--- config.mk ---
export PLATFORM = sky130hd
export DESIGN_NAME = fir_sym_pipe_flat
export DESIGN_NICKNAME = d
export VERILOG_FILES = /design/src/rtl/fir_sym_pkg.sv /design/src/rtl/fir_sym_pipe_if.sv /design/src/rtl/fir_sym_addtree.sv /design/src/rtl/fir_sym_pipe.sv /design/src/flat_wrapper.sv
export SDC_FILE = /design/constraint.sdc
export NUM_CORES = 1
export LEC_CHECK = 0
export ABC_AREA = 0
export CAP_MARGIN = 25
export CELL_PAD_IN_SITES_DETAIL_PLACEMENT = 1
export CELL_PAD_IN_SITES_GLOBAL_PLACEMENT = 2
export CORE_MARGIN = 3
export CORE_UTILIZATION = 43
export CTS_CLUSTER_DIAMETER = 100
export CTS_CLUSTER_SIZE = 25
export DETAILED_ROUTE_END_ITERATION = 8
export PLACE_DENSITY = 0.86
export SLEW_MARGIN = 20
export SYNTH_ARGS = -nofsm -noshare
export SYNTH_HDL_FRONTEND = slang
export SYNTH_SLANG_ARGS = --single-unit
--- constraint.sdc ---
create_clock -name clk -period 5.4 [get_ports clk]
set_clock_uncertainty 0.2 [all_clocks]
set_input_delay 1.08 -clock clk [delete_from_list [all_inputs] [get_ports clk]]
set_output_delay 1.08 -clock clk [all_outputs]
set_load 0.005 [all_outputs]
--- src/rtl/fir_sym_pkg.sv ---
// Shared constants and helpers for the symmetric FIR pipeline.
// Provides the default coefficient set, clog2 and the internal sum width.
package fir_sym_pkg;

    localparam int N_DEF_COEF = 5;

    function automatic int clog2(input int v);
        int r;
        r = 0;
        for (int i = 0; i < 31; i++)
            if ((1 << i) < v)
                r = i + 1;
        return r;
    endfunction

    function automatic int def_coef(input int i);
        case (i)
            0:       return 2;
            1:       return 3;
            2:       return 6;
            3:       return 10;
            4:       return 12;
            default: return 0;
        endcase
    endfunction

    function automatic int sum_width(
        input int dw,
        input int cw,
        input int nhalf
    );
        return dw + 1 + cw + clog2(nhalf);
    endfunction

endpackage

--- src/rtl/fir_sym_pipe_if.sv ---
// Sample-in / result-out valid-ready stream bundle for fir_sym_pipe.
// master drives samples and accepts results; slave is the filter.
interface fir_sym_pipe_if #(
    parameter int DATA_W = 4,
    parameter int OUT_W  = 12
) ();

    logic              in_valid;
    logic              in_ready;
    logic [DATA_W-1:0] in_data;
    logic              out_valid;
    logic              out_ready;
    logic [OUT_W-1:0]  out_data;

    modport master (
        output in_valid,
        output in_data,
        output out_ready,
        input  in_ready,
        input  out_valid,
        input  out_data
    );

    modport slave (
        input  in_valid,
        input  in_data,
        input  out_ready,
        output in_ready,
        output out_valid,
        output out_data
    );

endinterface

--- src/rtl/fir_sym_addtree.sv ---
// Single-stage registered reduction of the tap products.
// Output reduction wraps by default; define FIR_SYM_SAT_EN to saturate.
module fir_sym_addtree #(
    parameter int N     = 5,
    parameter int IN_W  = 9,
    parameter int SUM_W = 12,
    parameter int OUT_W = 12
) (
    input  logic             clk,
    input  logic             rst,
    input  logic             en,
    input  logic             in_valid,
    input  logic [IN_W-1:0]  prod [N],
    output logic             out_valid,
    output logic [OUT_W-1:0] out_data
);

    logic [SUM_W-1:0] sum;
    logic [OUT_W-1:0] res;

    always_comb begin
        sum = '0;
        for (int k = 0; k < N; k++)
            sum = sum + SUM_W'(prod[k]);
    end

    generate
        if (OUT_W < SUM_W) begin : g_reduce
`ifdef FIR_SYM_SAT_EN
            assign res = (|sum[SUM_W-1:OUT_W]) ? '1 : sum[OUT_W-1:0];
`else
            assign res = OUT_W'(sum);
`endif
        end else begin : g_extend
            assign res = OUT_W'(sum);
        end
    endgenerate

    // out_data only moves with a real result so it holds across bubbles
    always_ff @(posedge clk) begin
        if (rst) begin
            out_valid <= 1'b0;
            out_data  <= '0;
        end else if (en) begin
            out_valid <= in_valid;
            if (in_valid)
                out_data <= res;
        end
    end

endmodule

--- src/rtl/fir_sym_pipe.sv ---
// Pipelined symmetric FIR: delay line, pre-add, multiply, sum.
// Optional FIR_SYM_SAT_EN saturates the result instead of wrapping.
module fir_sym_pipe
    import fir_sym_pkg::*;
#(
    parameter int DATA_W = 4,
    parameter int COEF_W = 4,
    parameter int NTAPS  = 9,
    parameter int OUT_W  = 12,
    localparam int NHALF = (NTAPS + 1) / 2,
    localparam int AW    = clog2(NHALF),
    localparam int SUM_W = sum_width(DATA_W, COEF_W, NHALF)
) (
    input  logic              clk,
    input  logic              rst,
    fir_sym_pipe_if.slave     s,
    input  logic              coef_we,
    input  logic [AW-1:0]     coef_addr,
    input  logic [COEF_W-1:0] coef_wdata
);

    localparam int PW = DATA_W + 1;
    localparam int MW = PW + COEF_W;

    logic              stall;
    logic              accept;
    logic              v0, v1, v2;
    logic [DATA_W-1:0] x [NTAPS];
    logic [PW-1:0]     p [NHALF];
    logic [COEF_W-1:0] c [NHALF];
    logic [MW-1:0]     m [NHALF];

    assign stall    = s.out_valid & ~s.out_ready;
    assign s.in_ready = ~stall;
    assign accept   = s.in_valid & ~stall;

    // v0 marks that x holds a freshly shifted window to pre-add
    always_ff @(posedge clk) begin
        if (rst) begin
            v0 <= 1'b0;
            for (int k = 0; k < NTAPS; k++)
                x[k] <= '0;
        end else if (!stall) begin
            v0 <= accept;
            if (accept) begin
                x[0] <= s.in_data;
                for (int k = 1; k < NTAPS; k++)
                    x[k] <= x[k-1];
            end
        end
    end

    always_ff @(posedge clk) begin
        if (rst) begin
            v1 <= 1'b0;
        end else if (!stall) begin
            v1 <= v0;
            for (int k = 0; k < NHALF - 1; k++)
                p[k] <= {1'b0, x[k]} + {1'b0, x[NTAPS-1-k]};
            p[NHALF-1] <= {1'b0, x[NHALF-1]};
        end
    end

    always_ff @(posedge clk) begin
        if (rst) begin
            for (int k = 0; k < NHALF; k++)
                c[k] <= COEF_W'(def_coef(k));
        end else begin
            for (int k = 0; k < NHALF; k++)
                if (coef_we && (int'(coef_addr) == k))
                    c[k] <= coef_wdata;
        end
    end

    always_ff @(posedge clk) begin
        if (rst) begin
            v2 <= 1'b0;
        end else if (!stall) begin
            v2 <= v1;
            for (int k = 0; k < NHALF; k++)
                m[k] <= MW'(p[k]) * MW'(c[k]);
        end
    end

    fir_sym_addtree #(
        .N     (NHALF),
        .IN_W  (MW),
        .SUM_W (SUM_W),
        .OUT_W (OUT_W)
    ) u_addtree (
        .clk       (clk),
        .rst       (rst),
        .en        (~stall),
        .in_valid  (v2),
        .prod      (m),
        .out_valid (s.out_valid),
        .out_data  (s.out_data)
    );

endmodule

--- src/flat_wrapper.sv ---
// flat-port wrapper written by rule: the top's interface ports become plain ports
module fir_sym_pipe_flat import fir_sym_pkg::*;
#(
    parameter int DATA_W = 4,
    parameter int COEF_W = 4,
    parameter int NTAPS  = 9,
    parameter int OUT_W  = 12,
    localparam int NHALF = (NTAPS + 1) / 2,
    localparam int AW    = clog2(NHALF),
    localparam int SUM_W = sum_width(DATA_W, COEF_W, NHALF)
)
  (clk, rst, coef_we, coef_addr, coef_wdata, s_in_valid, s_in_data, s_out_ready, s_in_ready, s_out_valid, s_out_data);
  fir_sym_pipe_if #(.DATA_W(DATA_W), .OUT_W(OUT_W)) s_i ();
  input  logic clk;
  input  logic rst;
  input  logic coef_we;
  input  logic [AW-1:0] coef_addr;
  input  logic [COEF_W-1:0] coef_wdata;
  input wire logic [$bits(s_i.in_valid)-1:0] s_in_valid;
  input wire logic [$bits(s_i.in_data)-1:0] s_in_data;
  input wire logic [$bits(s_i.out_ready)-1:0] s_out_ready;
  output wire logic [$bits(s_i.in_ready)-1:0] s_in_ready;
  output wire logic [$bits(s_i.out_valid)-1:0] s_out_valid;
  output wire logic [$bits(s_i.out_data)-1:0] s_out_data;
  assign s_i.in_valid = s_in_valid;
  assign s_i.in_data = s_in_data;
  assign s_i.out_ready = s_out_ready;
  assign s_in_ready = s_i.in_ready;
  assign s_out_valid = s_i.out_valid;
  assign s_out_data = s_i.out_data;
  fir_sym_pipe #(.DATA_W(DATA_W), .COEF_W(COEF_W), .NTAPS(NTAPS), .OUT_W(OUT_W)) u_core (.clk(clk), .rst(rst), .s(s_i), .coef_we(coef_we), .coef_addr(coef_addr), .coef_wdata(coef_wdata));
endmodule
# == Yosys cells after proc, flatten, opt, wreduce, memory -nomap -nowiden ==
# Memory sizes are Yosys's and may differ from the RTL's.
# Cells that the tools add are included.
# word_totals
out_inout_bits,14
input_bits,16
memories,3
reg_bits,61
mem_bits_rw,81
# memory_table
memory,words,width,rd,rd_ports_with_merged_regs,wr,line,text
u_core.x,9,4,9,0,9,fir_sym_pipe.sv:28,logic [DATA_W-1:0] x [NTAPS];
u_core.p,5,5,5,0,5,fir_sym_pipe.sv:29,logic [PW-1:0] p [NHALF];
u_core.c,5,4,5,0,5,fir_sym_pipe.sv:30,logic [COEF_W-1:0] c [NHALF];
# classes
eq_ne,4
n_mul,5
n_addsub,8
n_mux,43
n_bitwise,19
n_reduce_logical,8
# ops
operator,count
$mux W4,19
$mul A5 B4 Y9,5
$mux W1,24
$add A4 B4 Y5,4
$or A1 B1 Y1,14
$add A11 B9 Y12,1
$add A12 B9 Y12,1
$add A10 B9 Y11,1
$add A9 B9 Y10,1
$eq A3 B3 Y1 const B,3
$logic_and A1 B1 Y1,5
$reduce_and A2 Y1,2
$eq A3 B2 Y1 const B,1
$logic_not A3 Y1,1
$not A1 Y1,3
$and A1 B1 Y1,2

# == Logic depth before layout (Yosys ltp) ==
# Gate-level depths: netlist of the first run.
# depth
depth_word,9
depth_mapped,12
mapped_depth_nobuf,12

# == Modules after synthesis ==
# A second synthesis of the first run with hierarchy kept.
# hier_totals
cells_unflattened,791
area_unflattened_um2,9146.3
# by_module_without_submodules
module,n_inst,cells_each,seq_area_each_um2,area_each_um2
fir_sym_pipe,1,588,3813.7,7450.9
fir_sym_addtree,1,203,260.2,1695.4

# == Worst setup path before layout of the first run ==
# OpenSTA, ideal clock, no wires.
# synth_path
path_kind,input-to-reg
start,in s_out_ready
end,mem u_core.x[6][2] (netlist: u_core.x[0][26]) (data pin)
setup_slack_ps,1273
path_buffers,1
arrival_time_ps,3781
setup_ps,146
cell_stages,4
required_ps,5054
path_cell_list,nor2b_4 > nor2_1 > clkbuf_1 > and3_1
# synth_rtl
element,line,text
"start, declared",flat_wrapper.sv:21,input wire logic [$bits(s_i.out_ready)-1:0] s_out_ready;
"end, declared",fir_sym_pipe.sv:28,

# == Worst setup path after layout of the first run ==
# layout_path
start,reg u_core.m[10] in the netlist's numbering
end,reg u_core.u_addtree.out_data[9]
# layout_via
elab_chain_len,2
# layout_lines
element,line,text
"start, declared",fir_sym_pipe.sv:31,logic [MW-1:0] m [NHALF];
"start signal, assigned by index",fir_sym_pipe.sv:81,m[k] <= MW'(p[k]) * MW'(c[k]);
$add A11 B9 Y12,fir_sym_addtree.sv:24,sum = sum + SUM_W'(prod[k]);
$add A12 B9 Y12,fir_sym_addtree.sv:24,
"end signal, assigned",fir_sym_addtree.sv:47,out_data <= res;
"end, declared",fir_sym_addtree.sv:15,output logic [OUT_W-1:0] out_data
# No other way between the ends.
# A chain may end at the register's enable or synchronous reset.

==> flow_summary.toml, run 1 <==
[final_layout]
fin_nets = 1000
layout_common_cells = "edfxtp_1, inv_1, ha_1"
mostFrequentLayoutCell = "edfxtp_1"
areaGrowthSynthToFinish_pct = 14.1
antenna_cells = 0
drive_gt1_share_pct = 6.14
fillers = 2205
final_cell_count_no_fill = 1117

[setup_path]
slowest_delay_ps = 550
critPathTopFamily = "adder cells"
crit_type = "flip-flop to flip-flop"
slowest_stage = "fa_1"
worst_setup_path_end_kind = "flip-flop"
worstSetupStartpointType = "flip-flop"
worstPathMaxFanout = 4
cp_num_buf_inv = 2
worstPathArrival_ps = 4000
regToRegSetupSlack_ps = 1560
crit_required_ps = 5560
crit_top_cell = "fa_1"
crit_chain = "inv_1 -> fa_1 -> fa_1 -> fa_1 -> inv_1 -> ha_1 -> fa_1 -> nand3_2 -> a211oi_2 -> or4_1 -> nand3_1"

[floorplan]
initial_core_util_pct = 44.4
die_h_um = 152
row_count = 52
io_pins = 30
die_w_um = 152
coreArea_um2 = 20600
die_area_um2 = 23000

[sta]
hold_viol = 0
grt_setup_unrepaired = "false"
fin_ws_ps = 1560
setup_viol = 0
tightest_slew_ps = 864
tns_ps = 0
relSlewSlack_pct = 42.2
max_clock_freq_mhz = 260
slew_viol_final = 0
period_share_pct = 71.1
period_needed_ps = 3840

[power_and_ir_drop]
p_clk_share_pct = 26.4
p_total_mw = 4.84
irDropWorstVdd_mv = 0.285
p_leak_nw = 4.73
p_comb_share_pct = 43.4
p_per_area_nw_per_um2 = 465
p_sw_mw = 1.80
switching_share_pct = 37.3
intPower_mw = 3.03
p_seq_share_pct = 30.2

[run]
maxCapViolations = 0

[yosys]
synth.distinct_cells = 47
synth-seq-area-share_pct = 44.7
netlist_instances = 792
async_flop_share_pct = 0
avgSynthCellArea_um2 = 11.5
syn_nets = 958
synth_area_um2 = 9120
yosys_most_used_dff = "edfxtp_1"
synth_edf_count = 125
ys_warn_count = 0
ys_ff_latch = 141

[placed_design]
pre_cts_ws_ps = 1580
place_inst = 1083
hpwl_um = 15800
gp_congestion = 0.839
port_buffers = 29

[routing]
first_pass_iters = 4
vias = 5771
route.detailed.drc = 0
wirelength_um = 20100
wl_per_cell_um = 18.0
viasPerCell = 5.17
ant_nets = 0
drt_iter0_markers = 271

[cts]
h-tree-depth = 4
ctsResizeCount = 0
worst_skew_pair.late_latency_ps = 420
cts_inserted_buffers = 17
clkTransAtPathRegs_ps = 60
cts_tree = "done"
max-clock-path-buffers = 2
clock_sinks = 141
post-cts-setup-buffers = 0
root_buffer = "clkbuf_16"
holdBufCountCts = 0

[grt]
track_usage_pct = 18.7
grt_pass1_wl_um = 32900
antenna_found_initial = 0
grt_max_degree = 41
grt_pass1_vias = 6359
grt_overflow = 0

[min_path]
hold_path.class = "flip-flop to flip-flop"

[outcome]
status = "completed"
## metal layers
| layer | part of all wire (%) | vias to the layer above | global-route usage (%) |
|---|---|---|---|
| met5 | 0 | - | 0 |
| met4 | 1.5 | 0 | 5.26 |
| met3 | 2.3 | 24 | 3.06 |
| met2 | 53 | 87 | 34.8 |
| met1 | 44 | 2856 | 22.3 |
| li1 | - | 2804 | - |
## path summary, 6_finish.rpt
kind,depth (start not counted),from,endpoint
max reg2reg,11,u_core.m[10],u_core.u_addtree.out_data[9]
min,0,u_core.x[0][16],u_core.p[0][20]
max,11,u_core.m[10],u_core.u_addtree.out_data[9]
min reg2reg,0,u_core.x[0][16],u_core.p[0][20]
## cell families after synthesis
family	Yosys count	synth area share (%)
xor gates and xnor gates	25	2.40
AOI/OAI and AO/OA	102	7.53
and+or+nand+nor	244	14.7
DFF	141	44.7
adders and majority gates	150	25.4
buffers and inverters	130	5.38
## power groups by stage
stage	Clock (mW)	Combinational, mW	Sequential, mW
detailed placement	0	2.09	1.48
global route	1.35	2.37	1.48
floorplan	0	1.58	1.44
global placement	0	2.02	1.47
CTS	1.30	2.13	1.46
finish	1.28	2.10	1.46
## flip-flops by register name, indices dropped and copies added (netlist names)
register,flops
u_core.v2,1
u_core.u_addtree.out_valid,1
u_core.m,45
u_core.c,20
u_core.x,36
u_core.v0,1
u_core.u_addtree.out_data,12
u_core.p,24
u_core.v1,1
## stage by stage
step | util (%) | instance area (um2) | hold slack (ps)
after floorplan | - | 9120 | 218
after global placement | 47.4 | 9740 | 229
after detailed placement | 47.4 | 9740 | 239
after CTS | 50.5 | 10400 | 253
after global routing | 50.6 | 10400 | 262
final | 50.6 | 10400 | 253
## final cells by class
type	count	area, um2	area share, %
clock buffers	18	429	4.12
clock inverters	14	216	2.08
inverters	118	443	4.26
multi-input cells	521	4560	43.8
flip-flops and latches	141	4070	39.2
well taps	270	338	3.25
repair buffers	35	343	3.29
## synth_stat cells, types with 10 or more instances
cell type / count / area, um2
dfxtp_1: 16 / 320
edfxtp_1: 125 / 3750
o21ai_0: 18 / 90.1
fa_1: 58 / 1160
clkbuf_1: 10 / 37.5
nand2b_1: 14 / 87.6
and3_1: 36 / 225
nor3_1: 12 / 60.1
nand2_1: 60 / 225
ha_1: 92 / 1150
xnor2_1: 20 / 175
a21oi_1: 32 / 160
nor2_1: 20 / 75.1
nand3b_1: 10 / 75.1
and2_1: 62 / 388
inv_1: 117 / 439
a21o_1: 16 / 120
(Power assumes the default switching activity.)
==> run 2: changes to the inputs <==
==> constraint.sdc (replaced) <==
create_clock -name clk -period 4 [get_ports clk]
set_clock_uncertainty 0.2 [all_clocks]
set_input_delay 0.8 -clock clk [delete_from_list [all_inputs] [get_ports clk]]
set_output_delay 0.8 -clock clk [all_outputs]
set_load 0.005 [all_outputs]
==> flow_summary.toml, run 2 (synthesis results as in run 1) <==
[outcome]
status = "completed"

[setup_path]
slowest_stage = "fa_1"
crit_type = "flip-flop to flip-flop"
regToRegSetupSlack_ps = 230
critPathTopFamily = "adder cells"
worst_setup_path_end_kind = "flip-flop"
cp_num_buf_inv = 2
worstPathMaxFanout = 4
slowest_delay_ps = 540
reg2reg_from = "u_core.m[19]"
crit_required_ps = 4160
crit_top_cell = "fa_1"
crit_chain = "inv_1 -> fa_1 -> fa_1 -> fa_1 -> inv_1 -> ha_1 -> fa_1 -> nand3_2 -> a211oi_2 -> or4_1 -> nand3_1"
worstPathArrival_ps = 3920
worstSetupStartpointType = "flip-flop"
reg2reg_to = "u_core.u_addtree.out_data[9]"
worstSetupStartpoint = "u_core.m[19]"
cp.depth = 11
ff2ff_path_depth = 11

[final_layout]
drive_gt1_share_pct = 5.80
top_regs = "u_core.m (45), u_core.x (36), u_core.p (24)"
mostFrequentLayoutCell = "edfxtp_1"
final_util_pct = 50.1
largest_register_ff_count = 45
fin_nets = 1000
multi_input_area_um2 = 4560
fillers = 2227
top_register = "u_core.m"
layout_common_cells = "edfxtp_1, inv_1, ha_1"
areaGrowthSynthToFinish_pct = 12.9
antenna_cells = 0
seqCellArea_um2 = 4070

[power_and_ir_drop]
switching_share_pct = 38.7
p_comb_share_pct = 45.6
irDropWorstVdd_mv = 0.461
p_per_area_nw_per_um2 = 608
p_clk_share_pct = 23.0
p_seq_share_pct = 31.4
p_leak_nw = 4.67
intPower_mw = 3.83
p_sw_mw = 2.42

[floorplan]
coreArea_um2 = 20600
io_pins = 30
row_count = 52
die_area_um2 = 23000
die_h_um = 152
initial_core_util_pct = 44.4
die_w_um = 152

[cts]
ctsResizeCount = 0
holdBufCountCts = 0
clkTransAtPathRegs_ps = 60
cts_tree = "done"
clock_sinks = 141
post-cts-setup-buffers = 0
cts_inserted_buffers = 17
worst_skew_pair.late_latency_ps = 420
h-tree-depth = 4
root_buffer = "clkbuf_16"
max-clock-path-buffers = 2

[grt]
grt_max_degree = 106
grt_pass1_wl_um = 33100
grt_overflow = 0
antenna_found_initial = 0
track_usage_pct = 18.6
grt_pass1_vias = 6436

[run]
maxCapViolations = 0

[routing]
wirelength_um = 19600
viasPerCell = 5.11
vias = 5696
ant_nets = 0
route.detailed.drc = 0
drt_iter0_markers = 194
wl_per_cell_um = 17.6
first_pass_iters = 4

[sta]
hold_viol = 0
grt_setup_unrepaired = "false"
max_clock_freq_mhz = 266
tightest_slew_ps = 587
tns_ps = 0
relSlewSlack_pct = 60.7
period_needed_ps = 3770
period_share_pct = 94.1
slew_viol_final = 0
setup_viol = 0

[min_path]
hp-start = "u_core.x[0][18]"
min_to = "u_core.p[0][22]"
hold_path.class = "flip-flop to flip-flop"
hold_depth = 0

[placed_design]
hpwl_um = 15500
port_buffers = 29
gp_congestion = 0.824
## run 2: changes by cell type in the layout (fill, tap and decap cells not counted), sizes merged
cell      delta
bufinv       -4
clkinvlp     +1
clkbuf       +1
## run 2: area by class of cell
type                       instances  area share (%)
multi-input combinational        521            44.3
clock inverter                    11           0.936
timing repair buffer              35            3.38
clock buffer                      19            4.21
inverter                         118            4.30
sequential                       141            39.6
tap                              270            3.28
## run 2: power groups by stage
stage / registers, mW / logic (mW) / clock network (mW)
after CTS: 1.97 / 2.88 / 1.47
after global routing: 1.99 / 3.25 / 1.54
after detailed placement: 2.00 / 2.84 / 0
after floorplan: 1.95 / 2.14 / 0
final: 1.97 / 2.85 / 1.44
after global placement: 1.99 / 2.72 / 0
## run 2: through the flow
stage | setup WS (ps) | hold slack [ps] | power (mW) | instance area (um2) | cells
3_3_place_gp | 319 | 231 | 4.70 | 9760 | 1085
6_report | 234 | 254 | 6.25 | 10300 | 1115
2_1_floorplan | 153 | 218 | 4.09 | 9120 | 792
3_5_place_dp | 265 | 238 | 4.84 | 9760 | 1085
4_1_cts | 226 | 252 | 6.32 | 10300 | 1115
5_1_grt | 97.4 | 268 | 6.78 | 10300 | 1115
## run 2: per-layer routing
metal | part of all wire [%] | global-route usage (%) | up-vias
li1 | - | - | 2805
met1 | 44 | 22.9 | 2795
met2 | 52 | 33.6 | 68
met3 | 2.2 | 2.97 | 28
met4 | 2.0 | 6.11 | 0
met5 | 0 | 0 | -
## run 2: worst max-delay path by stage
stage | end | slack (ps)
finish | u_core.u_addtree.out_data[9] | 230
global route | u_core.u_addtree.out_data[9] | 100
CTS | u_core.u_addtree.out_data[9] | 230
detailed placement | u_core.u_addtree.out_data[9] | 260
global placement | u_core.u_addtree.out_data[9] | 320
floorplan | u_core.x[0][26] | 150
